$ cat config.mk
export PLATFORM = sky130hd
export DESIGN_NAME = booth_r8_seq_mul
export DESIGN_NICKNAME = d
export VERILOG_FILES = /design/src/rtl/booth_r8_pkg.sv /design/src/rtl/booth_enc_r8.sv /design/src/rtl/booth_r8_seq_mul.sv
export SDC_FILE = /design/constraint.sdc
export NUM_CORES = 1
export LEC_CHECK = 0
export CAP_MARGIN = 20
export CORE_MARGIN = 1.5
export CORE_UTILIZATION = 49
export CTS_CLUSTER_DIAMETER = 50
export DETAILED_ROUTE_END_ITERATION = 8
export GPL_TIMING_DRIVEN = 0
export PLACE_DENSITY = 0.8
export SLEW_MARGIN = 15
export SYNTH_ARGS = -nofsm -noshare
export SYNTH_HDL_FRONTEND = slang
export SYNTH_SLANG_ARGS = --single-unit
$ cat constraint.sdc
create_clock -name clk -period 17.1 [get_ports clk]
set_input_delay 3.42 -clock clk [delete_from_list [all_inputs] [get_ports clk]]
set_output_delay 3.42 -clock clk [all_outputs]
set_load 0.1 [all_outputs]
$ cat src/rtl/booth_r8_pkg.sv
// booth_r8_pkg: shared types and sizing helper for the radix-8 Booth multipliers
//   state_t : sequential controller states
//   sel_t   : one-hot digit magnitude {a=1x, b=2x, c=3x, d=4x} plus sign
//   nd_of   : number of radix-8 digits for an n-bit unsigned multiplier
package booth_r8_pkg;

    typedef enum logic [1:0] {IDLE, PRECOMP, ITER, DONE} state_t;

    typedef struct packed {
        logic a;
        logic b;
        logic c;
        logic d;
        logic neg;
    } sel_t;

    // ceil((n+1)/3): the extra bit keeps the top digit non-negative for unsigned operands
    function automatic int nd_of(input int n);
        return (n + 3) / 3;
    endfunction

endpackage

$ cat src/rtl/booth_enc_r8.sv
// booth_enc_r8: radix-8 Booth digit encoder
//   grp : {y[3i+2], y[3i+1], y[3i], y[3i-1]}
//   sel : one-hot magnitude {a,b,c,d} and sign; the digit value 0 selects nothing
module booth_enc_r8
    import booth_r8_pkg::*;
(
    input  logic [3:0] grp,
    output sel_t       sel
);

    logic [2:0] h;
    logic [2:0] mag;

    // digit(g) = -digit(~g), so negative groups are folded onto their positive mirror
    always_comb begin
        h       = grp[3] ? ~grp[2:0] : grp[2:0];
        mag     = {1'b0, h[2], 1'b0} + {2'b0, h[1]} + {2'b0, h[0]};
        sel.a   = mag == 3'd1;
        sel.b   = mag == 3'd2;
        sel.c   = mag == 3'd3;
        sel.d   = mag == 3'd4;
        sel.neg = grp[3] && mag != 3'd0;
    end

endmodule

$ cat src/rtl/booth_r8_seq_mul.sv
// booth_r8_seq_mul: sequential radix-8 Booth multiplier, one digit per cycle
//   clk, rst             : clock, asynchronous active-high reset
//   in_valid/in_ready    : operand handshake, x_in/y_in sampled on acceptance
//   out_valid/out_ready  : product handshake, prod held while out_ready=0
//   prod                 : unsigned product x*y (2N bits)
//   busy                 : high in PRECOMP or ITER
module booth_r8_seq_mul
    import booth_r8_pkg::*;
#(
    parameter int N          = 24,
    parameter int ND         = nd_of(N),
    parameter bit EARLY_EXIT = 1'b0
) (
    input  logic           clk,
    input  logic           rst,
    input  logic           in_valid,
    output logic           in_ready,
    input  logic [N-1:0]   x_in,
    input  logic [N-1:0]   y_in,
    output logic           out_valid,
    input  logic           out_ready,
    output logic [2*N-1:0] prod,
    output logic           busy
);

    localparam int AW = 2 * N + 3;
    localparam int PW = N + 3;
    localparam int YW = 3 * ND + 1;
    localparam int CW = $clog2(ND + 1);
    localparam int SW = $clog2(YW);

    state_t        state, state_nxt;
    logic [N-1:0]  xr;
    logic [N+1:0]  x3;
    logic [YW-1:0] ye;
    logic [AW-1:0] acc, acc_nxt, pp_ext;
    logic [CW-1:0] cnt;
    logic [SW-1:0] sh;
    logic [PW-1:0] mag, ppv;
    logic [3:0]    grp;
    logic          accept, last;
    sel_t          sel;

    booth_enc_r8 u_enc (.grp(grp), .sel(sel));

    // acc is a two's-complement running sum; low digits may drive it negative
    always_comb begin
        sh      = SW'(3 * cnt);
        grp     = ye[sh +: 4];
        mag     = sel.a ? {3'b0, xr} :
                  sel.b ? {2'b0, xr, 1'b0} :
                  sel.c ? {1'b0, x3} :
                  sel.d ? {1'b0, xr, 2'b0} : '0;
        ppv     = mag ^ {PW{sel.neg}};
        pp_ext  = {{(AW - PW){ppv[PW-1]}}, ppv};
        acc_nxt = acc + (pp_ext << sh) + (AW'(sel.neg) << sh);
        last    = cnt == CW'(ND - 1) || (EARLY_EXIT && (ye >> (32'(sh) + 3)) == '0);
        accept  = in_valid && in_ready;
    end

    always_ff @(posedge clk or posedge rst) begin
        if (rst)
            state <= IDLE;
        else
            state <= state_nxt;
    end

    always_comb begin
        state_nxt = state;
        case (state)
            IDLE:    state_nxt = accept ? PRECOMP : IDLE;
            PRECOMP: state_nxt = ITER;
            ITER:    state_nxt = last ? DONE : ITER;
            DONE:    state_nxt = accept ? PRECOMP : out_ready ? IDLE : DONE;
            default: state_nxt = IDLE;
        endcase
    end

    always_comb begin
        in_ready  = state == IDLE || (state == DONE && out_ready);
        out_valid = state == DONE;
        busy      = state == PRECOMP || state == ITER;
    end

    always_ff @(posedge clk or posedge rst) begin
        if (rst) begin
            xr   <= '0;
            x3   <= '0;
            ye   <= '0;
            acc  <= '0;
            cnt  <= '0;
            prod <= '0;
        end else begin
            if (accept) begin
                xr  <= x_in;
                ye  <= {{(YW - N - 1){1'b0}}, y_in, 1'b0};
                acc <= '0;
                cnt <= '0;
            end
            if (state == PRECOMP)
                x3 <= {2'b0, xr} + {1'b0, xr, 1'b0};
            if (state == ITER) begin
                acc <= acc_nxt;
                cnt <= cnt + 1'b1;
                if (last)
                    prod <= acc_nxt[2*N-1:0];
            end
        end
    end

endmodule
==> results of run 1 <==
-- worst paths after layout --
path                          start        to  slack (ns)  cells past startpoint
max in group asynchronous       rst     ye[5]       13.06                      3
min                        prod[35]  prod[35]        0.48                      2
max reg2reg                  cnt[0]   acc[44]        5.58                     38
max                          cnt[0]   acc[44]        5.58                     38
min in group asynchronous       rst  prod[46]        3.35                      2
min reg2reg                prod[35]  prod[35]        0.48                      2
-- cells in the final DEF (no fill, tap or decap), types with 15 or more instances in the layout --
cell type / instances
and2_1: 15
mux4_2: 24
xor2_1: 52
xnor2_1: 38
mux2_2: 78
a22oi_1: 24
clkdlybuf4s50_1: 102
a21oi_1: 85
dfrtp_1: 176
ha_1: 97
o31ai_1: 17
nor3_1: 25
nand3_1: 62
mux2i_1: 84
o22a_1: 22
a211oi_1: 25
nand2_1: 180
clkbuf_1: 74
inv_1: 85
nor2_1: 88
fa_1: 35
clkbuf_16: 17
o21ai_0: 142
a21o_1: 28
and3_1: 16
-- logic make-up after synthesis --
logic type,after synthesis
AO/OA/AOI/OAI,439
XOR/XNOR,90
adder cells (fa/ha/maj),132
buffers and inverters,188
flip-flops,176
multiplexers,190
other,1
AND/OR/NAND/NOR,455
-- critical path: cells and delay by family (launching register included) --
kind,cells,cell delay (ns)
compound gates,14,3.53
buf+inv,9,3.03
fa+ha+maj,5,1.76
mux,5,1.39
simple gates,3,0.89
xor+xnor,2,0.39
flops,1,0.38
-- registers in the layout, summed over array words and instances (netlist names) --
name   count
acc       48
prod      48
x3        26
xr        24
ye        24
cnt        4
state      2
-- per-layer routing --
metal  routed length, um  share of wire [%]
met1               19800                 43
met4                1540                3.4
met3                2520                5.5
met2               21800                 48
met5                   0                  0
-- metrics by stage --
stage	setup WS, ns	util [%]	std cells	area [um^2]
floorplan	8.51	-	1680	15300
global placement	6.01	54.8	2178	16800
detailed placement	5.87	55.0	2180	16900
CTS	5.81	57.0	2211	17500
global route	4.95	57.0	2211	17500
finish	5.58	57.0	2211	17500
-- final cells by class --
class / count / area, um^2
clock buffers: 23 / 478
clock inverters: 8 / 106
fillers: 2809 / 13200
well taps: 396 / 495
inverters: 89 / 342
flip-flops and latches: 176 / 4400
repair buffers: 104 / 1080
multi-input cells: 1316 / 10000
plain buffers: 99 / 515
==> impl_metrics.env, run 1 <==
export IMPL_nets=1987
export IMPL_fin_skew_ns=0.0119
export IMPL_cts_tree="yes"
export IMPL_status="complete, no violations"
export IMPL_hold_viol=0
export IMPL_post_route_drc_count=0
export IMPL_start_kind="flip-flop"
export IMPL_grt_max_degree=63
export IMPL_synth_compound_area_share_pct=18.6
export IMPL_critPathMaxStageDelay_ns=0.64
export IMPL_fin_crit_sh_pct=67.4
export IMPL_grt_usage_pct=28.6
export IMPL_path_clk_slew_ns=0.07
export IMPL_fmax_mhz=86.8
export IMPL_htreeDepth=4
export IMPL_synth_top_family_by_area="compound AO/OA/AOI/OAI gates"
export IMPL_synth_edf_count=0
export IMPL_synth_distinct_cells=89
export IMPL_cp_slowest_cell="buf_1"
export IMPL_final_antenna_net_count=0
export IMPL_finalSetupViolations=0
export IMPL_cts_sinks=176
export IMPL_holdWs_ns=0.476
export IMPL_gp_congestion=0.982
export IMPL_synth_top_area_share_pct=28.8
export IMPL_fin_setup_tns_ns=0
export IMPL_grt_pass1_vias=13308
export IMPL_grt_pass1_wl_um=73400
export IMPL_slew_viol_final=0
export IMPL_numPortBuffers=102
export IMPL_initial_utilization_pct=49.8
export IMPL_drv_cap=0
export IMPL_antenna_cells=0
export IMPL_critPathMaxFanout=10
export IMPL_clockBufferDepth=2
export IMPL_relSlewSlack_pct=29.8
export IMPL_synth_commonest_cells="nand2_1 (180), dfrtp_1 (176), o21ai_0 (142), ha_1 (97), nor2_1 (88)"
export IMPL_yosysWarnings=0
export IMPL_viasPerCell=6.08
export IMPL_ios=103
export IMPL_grt_ovfl_total=0
export IMPL_finalCriticalPeriod_ns=11.52
export IMPL_cts_resized_gates=0
export IMPL_coreArea_um2=30700
export IMPL_synth_fa_ha_area_share_pct=12.5
export IMPL_met3_usage_pct=3.87
export IMPL_hp_class="flip-flop to flip-flop"
export IMPL_synth_xor_area_share_pct=5.16
export IMPL_synth_seq_cells=176
export IMPL_synth_seq_area_share_pct=28.8
export IMPL_hpwl_um=35300
export IMPL_synthTopCellsByArea="dfrtp_1 (29%), ha_1 (7.9%), mux2_2 (5.8%)"
export IMPL_via_count=13438
export IMPL_use_met1_pct=37.9
export IMPL_async_reset_ff_share_pct=100
export IMPL_worst_pin_slew_ns=1.04
export IMPL_critPathKind="flip-flop to flip-flop"
export IMPL_die_area_um2=32200
export IMPL_yosysMostFrequentCell="nand2_1"
export IMPL_root_buffer="clkbuf_16"
export IMPL_grt_busiest_layer="met2"
export IMPL_area_growth_pct=14.4
export IMPL_synth_avg_cell_area_um2=9.14
export IMPL_drt_initial_drc_count=1290
export IMPL_use_met2_pct=47.4
export IMPL_synthMuxAreaShare_pct=15.5
export IMPL_postCtsHoldBufs=0
export IMPL_antenna_found_initial=0
export IMPL_rows=64
export IMPL_cp_required_ns=17.46
export IMPL_fp_dieW_um=180
export IMPL_synthSimpleGateAreaFrac_pct=13.8
export IMPL_insertion_delay_ns=0.46
export IMPL_final_layout_size_suffix_gt1_share_pct=9.53
export IMPL_wl_per_cell_um=20.6
export IMPL_synth_cell_area_um2=15300
export IMPL_totalWireLength_um=45600
export IMPL_drt_pass1_iter_count=6
export IMPL_critPathCaptureType="flip-flop"
export IMPL_rsz0062_at_grt="false"
export IMPL_synthFlopType="dfrtp_1"
export IMPL_crit_arrival_ns=11.88
export IMPL_fp_dieH_um=180
export IMPL_post_synth_top_area_cell="dfrtp_1"
export IMPL_cts_setup_buffers=0
export IMPL_cts_buffers=17
export IMPL_synthCells=1671
Power of run 1 is left out: the tool's default activity adds up to more than one toggle a clock period on the data nets, which glitch-free logic cannot reach.
==> run 2, diff against run 1 <==
PLACE_DENSITY = 0.83   (was 0.8)
clock period = 10.2 ns   (was 17.1 ns; I/O delays follow)
==> impl_metrics.env, run 2 (synthesized netlist as in run 1, its figures left out) <==
export IMPL_area_growth_pct=14.8
export IMPL_hpwl_um=35000
export IMPL_antenna_found_initial=0
export IMPL_place_area_um2=16900
export IMPL_status="complete, no violations"
export IMPL_critPathKind="flip-flop to flip-flop"
export IMPL_reg_top3="acc: 48 flops, prod: 48 flops, x3: 26 flops"
export IMPL_insertion_delay_ns=0.46
export IMPL_rsz0062_at_grt="false"
export IMPL_relSlewSlack_pct=32.9
export IMPL_root_buffer="clkbuf_16"
export IMPL_path_clk_slew_ns=0.07
export IMPL_critPathMaxFanout=10
export IMPL_wl_per_cell_um=20.5
export IMPL_grt_pass1_vias=13539
export IMPL_dr_wl_met2_um=21400
export IMPL_fin_util_pct=57.2
export IMPL_initial_utilization_pct=49.8
export IMPL_finalCriticalPeriod_ns=9.84
export IMPL_post_route_drc_count=0
export IMPL_fin_area_um2=17500
export IMPL_final_common_cell="nand2_1"
export IMPL_grt_usage_pct=28.0
export IMPL_die_area_um2=32200
export IMPL_numPortBuffers=102
export IMPL_drt_initial_drc_count=1174
export IMPL_final_layout_size_suffix_gt1_share_pct=11.1
export IMPL_slew_viol_final=0
export IMPL_fin_cells=2210
export IMPL_coreArea_um2=30700
export IMPL_ios=103
export IMPL_cts_sinks=176
export IMPL_rows=64
export IMPL_hp_class="flip-flop to flip-flop"
export IMPL_hold_viol=0
export IMPL_finalSetupViolations=0
export IMPL_critPathCaptureType="flip-flop"
export IMPL_final_cell_mix="nand2_1 (180), dfrtp_1 (176), o21ai_0 (141), clkdlybuf4s50_1 (102), ha_1 (97)"
export IMPL_cpMostUsedCell="ha_1"
export IMPL_grt_ovfl_total=0
export IMPL_viasPerCell=6.19
export IMPL_cp_slowest_cell="a211oi_1"
export IMPL_nFillCells=2707
export IMPL_dp_cells=2179
export IMPL_crit_arrival_ns=10.15
export IMPL_fmax_mhz=102
export IMPL_start_kind="flip-flop"
export IMPL_cts_buffers=17
export IMPL_htreeDepth=4
export IMPL_cp_required_ns=10.52
export IMPL_preCtsSetupSlack_ns=-1.08
export IMPL_critPathMaxStageDelay_ns=0.53
export IMPL_drv_cap=0
export IMPL_totalWireLength_um=45400
export IMPL_via_count=13686
export IMPL_finalWorstSetupSlack_ns=0.364
export IMPL_grt_pass1_wl_um=72300
export IMPL_fin_skew_ns=0.0191
export IMPL_drt_pass1_iter_count=6
export IMPL_worst_pin_slew_ns=1.00
export IMPL_fp_dieW_um=180
export IMPL_antenna_cells=0
export IMPL_grt_max_degree=112
export IMPL_nets=1987
export IMPL_fp_dieH_um=180
export IMPL_route_met3_wl_um=3080
export IMPL_final_antenna_net_count=0
export IMPL_drt_met1_wl_um=19000
export IMPL_fin_crit_sh_pct=96.4
export IMPL_top_layer_used="met4"
export IMPL_clockBufferDepth=2
export IMPL_cts_tree="yes"
export IMPL_gp_congestion=1.01
run 2: cell types whose count changed in the layout (fill, tap and decap cells not counted), sizes merged:
cell      previous run  this run
clkinvlp             5         1
bufinv               2         1
buf                 24        26
clkinv               3         5
run 2: metal layers:
| layer | up-vias | track usage, % |
|---|---|---|
| met3 | 108 | 4.05 |
| met4 | 0 | 13.3 |
| li1 | 6288 | - |
| met5 | - | 0 |
| met2 | 624 | 45.9 |
| met1 | 6666 | 36.3 |
run 2: final timing paths:
kind | cells past startpoint | end | startpoint | slack, ns
max in group asynchronous | 3 | prod[1] | rst | 7.23
min reg2reg | 2 | prod[30] | prod[30] | 0.47
max | 37 | acc[45] | cnt[0] | 0.36
min | 2 | prod[30] | prod[30] | 0.47
max reg2reg | 37 | acc[45] | cnt[0] | 0.36
min in group asynchronous | 2 | xr[22] | rst | 2.02
run 2: critical path, delay by kind of cell, from the launching register on:
| family | cells | cell delay, ns |
|---|---|---|
| xor gates and xnor gates | 3 | 0.70 |
| buffers and inverters | 11 | 2.73 |
| AOI/OAI and AO/OA | 10 | 2.32 |
| muxes | 4 | 1.07 |
| adders and majority gates | 5 | 1.80 |
| DFF | 1 | 0.37 |
| and+or+nand+nor | 4 | 0.68 |
run 2: timing repair:
action | CTS | global route
hold buffers | 0 | 0
gates cloned | 0 | 0
buffers inserted | 3 | 1
endpoints found under the setup margin | 64 | 56
pin swaps | 1 | 2
resized for setup | 9 | 37
run 2: cell type report:
cell class              count  area (um^2)  share of cell area [%]
multi-input cells        1316        10100                    57.7
flip-flops and latches    176         4400                    25.1
repair buffers            107         1080                    6.15
plain buffers              96          531                    3.03
clock buffers              25          515                    2.94
well taps                 396          495                    2.83
inverters                  89          343                    1.96
clock inverters             5         52.6                   0.300
run 2: metrics by stage:
stage	hold WS (ns)	setup TNS, ns
floorplan	0.446	0
finish	0.474	0
detailed placement	0.462	-30.45
global route	0.495	0
global placement	0.460	-21.12
CTS	0.480	0
Power of run 2 is left out for the same reason.
==> run 3, diff against run 2 <==
CELL_PAD_IN_SITES_DETAIL_PLACEMENT = 1   (was default)
CELL_PAD_IN_SITES_GLOBAL_PLACEMENT = 1   (was default)
CORE_UTILIZATION = 43   (was 49)
PLACE_DENSITY = 0.91   (was 0.83)
==> impl_metrics.env, run 3 (synthesized netlist as in run 1, its figures left out) <==
export IMPL_status="complete, no violations"
export IMPL_final_antenna_net_count=0
export IMPL_cts_tree="yes"
export IMPL_ios=103
export IMPL_finalCriticalPeriod_ns=9.94
export IMPL_area_growth_pct=15.7
export IMPL_drt_pass1_iter_count=5
export IMPL_critPathMaxFanout=10
export IMPL_totalWireLength_um=53000
export IMPL_grt_pass1_vias=14896
export IMPL_grt_ovfl_total=0
export IMPL_fin_crit_sh_pct=97.4
export IMPL_final_common_cell="nand2_1"
export IMPL_wl_per_cell_um=23.3
export IMPL_fp_dieW_um=191
export IMPL_critPathMaxStageDelay_ns=0.53
export IMPL_die_area_um2=36700
export IMPL_hpwl_um=41200
export IMPL_critPathCaptureType="flip-flop"
export IMPL_final_cell_mix="nand2_1 (180), dfrtp_1 (176), o21ai_0 (138), clkdlybuf4s50_1 (102), ha_1 (96)"
export IMPL_rows=68
export IMPL_drt_initial_drc_count=887
export IMPL_start_kind="flip-flop"
export IMPL_fp_dieH_um=191
export IMPL_fin_skew_ns=0.0142
export IMPL_hold_viol=0
export IMPL_via_count=13890
export IMPL_insertion_delay_ns=0.48
export IMPL_numPortBuffers=102
export IMPL_initial_utilization_pct=44.0
export IMPL_grt_pass1_wl_um=84300
export IMPL_path_clk_slew_ns=0.08
export IMPL_grt_usage_pct=29.9
export IMPL_reg2reg_slack_ns=0.26
export IMPL_grt_max_degree=104
export IMPL_cts_buffers=17
export IMPL_root_buffer="clkbuf_16"
export IMPL_fin_area_um2=17700
export IMPL_cp_required_ns=10.57
export IMPL_gp_congestion=0.972
export IMPL_slew_viol_final=0
export IMPL_r2r_cells=39
export IMPL_reg_top3="acc: 48 flops, prod: 48 flops, x3: 26 flops"
export IMPL_worst_pin_slew_ns=1.02
export IMPL_postCtsHoldBufs=0
export IMPL_antenna_found_initial=0
export IMPL_post_route_drc_count=0
export IMPL_htreeDepth=4
export IMPL_cp_slowest_cell="mux4_2"
export IMPL_place_area_um2=16900
export IMPL_critPathKind="flip-flop to flip-flop"
export IMPL_nets=1988
export IMPL_cts_sinks=176
export IMPL_r2r_start="cnt[0]"
export IMPL_antenna_cells=0
export IMPL_crit_arrival_ns=10.31
export IMPL_final_layout_size_suffix_gt1_share_pct=11.7
export IMPL_coreArea_um2=34700
export IMPL_fin_util_pct=50.9
export IMPL_relSlewSlack_pct=31.9
export IMPL_viasPerCell=6.11
export IMPL_hold_start="prod[3]"
export IMPL_clockBufferDepth=2
export IMPL_finalSetupViolations=0
export IMPL_fmax_mhz=101
export IMPL_hp_class="flip-flop to flip-flop"
export IMPL_timing_rr_end="acc[44]"
export IMPL_hold_end="prod[3]"
export IMPL_drv_cap=0
export IMPL_min_path_cells=2
[run 3: changes by cell type in the layout (fill, tap and decap cells not counted), sizes merged]
cell and change:
clkbuf -10, buf +2, clkinvlp -1, clkdlybuf4s15 +1, inv +11
[run 3: layout make-up]
cell class / instances / area (um^2)
buffer: 96 / 539
clock buffer: 17 / 425
clock inverter: 15 / 163
fill: 4055 / 17000
inverter: 89 / 343
multi-input combinational: 1316 / 10100
sequential: 176 / 4400
tap: 455 / 569
timing repair buffer: 108 / 1090
[run 3: repair_timing]
| action | CTS | global route |
|---|---|---|
| resized for setup | 19 | 31 |
| endpoints found under the hold margin | 0 | 0 |
| pin swaps | 2 | 4 |
| setup endpoints to repair | 72 | 48 |
| buffers inserted | 3 | 2 |
[run 3: critical path, delay by kind of cell, from the launching register on]
kind / cells / cell delay, ns
compound gates: 15 / 3.15
buf+inv: 11 / 2.52
fa+ha+maj: 5 / 1.66
simple gates: 5 / 1.03
mux: 1 / 0.53
xor+xnor: 2 / 0.51
flops: 1 / 0.39
[run 3: how the worst max path moves through the flow]
stage,from,end,slack [ns]
4_1_cts,cnt[0],acc[44],0.07
3_5_place_dp,cnt[0],acc[41],-1.33
5_1_grt,cnt[0],acc[46],-0.03
6_report,cnt[0],acc[44],0.26
3_3_place_gp,cnt[0],acc[47],-1.08
2_1_floorplan,cnt[0],acc[44],1.61
[run 3: per-layer routing]
layer | global-route usage [%] | vias up | part of all wire, %
li1 | - | 6287 | -
met1 | 36.9 | 7062 | 42
met2 | 52.1 | 416 | 50
met3 | 4.20 | 125 | 3.9
met4 | 12.9 | 0 | 3.8
met5 | 0 | - | 0
[run 3: through the flow]
stage | TNS, ns | hold slack, ns | worst slack [ns] | instances
after global routing | -0.0865 | 0.506 | -0.0327 | 2272
after floorplan | 0 | 0.446 | 1.61 | 1680
after detailed placement | -52.79 | 0.467 | -1.33 | 2238
after global placement | -35.21 | 0.459 | -1.08 | 2237
final | 0 | 0.477 | 0.261 | 2272
after CTS | 0 | 0.485 | 0.0718 | 2272
Power of run 3 is left out for the same reason.
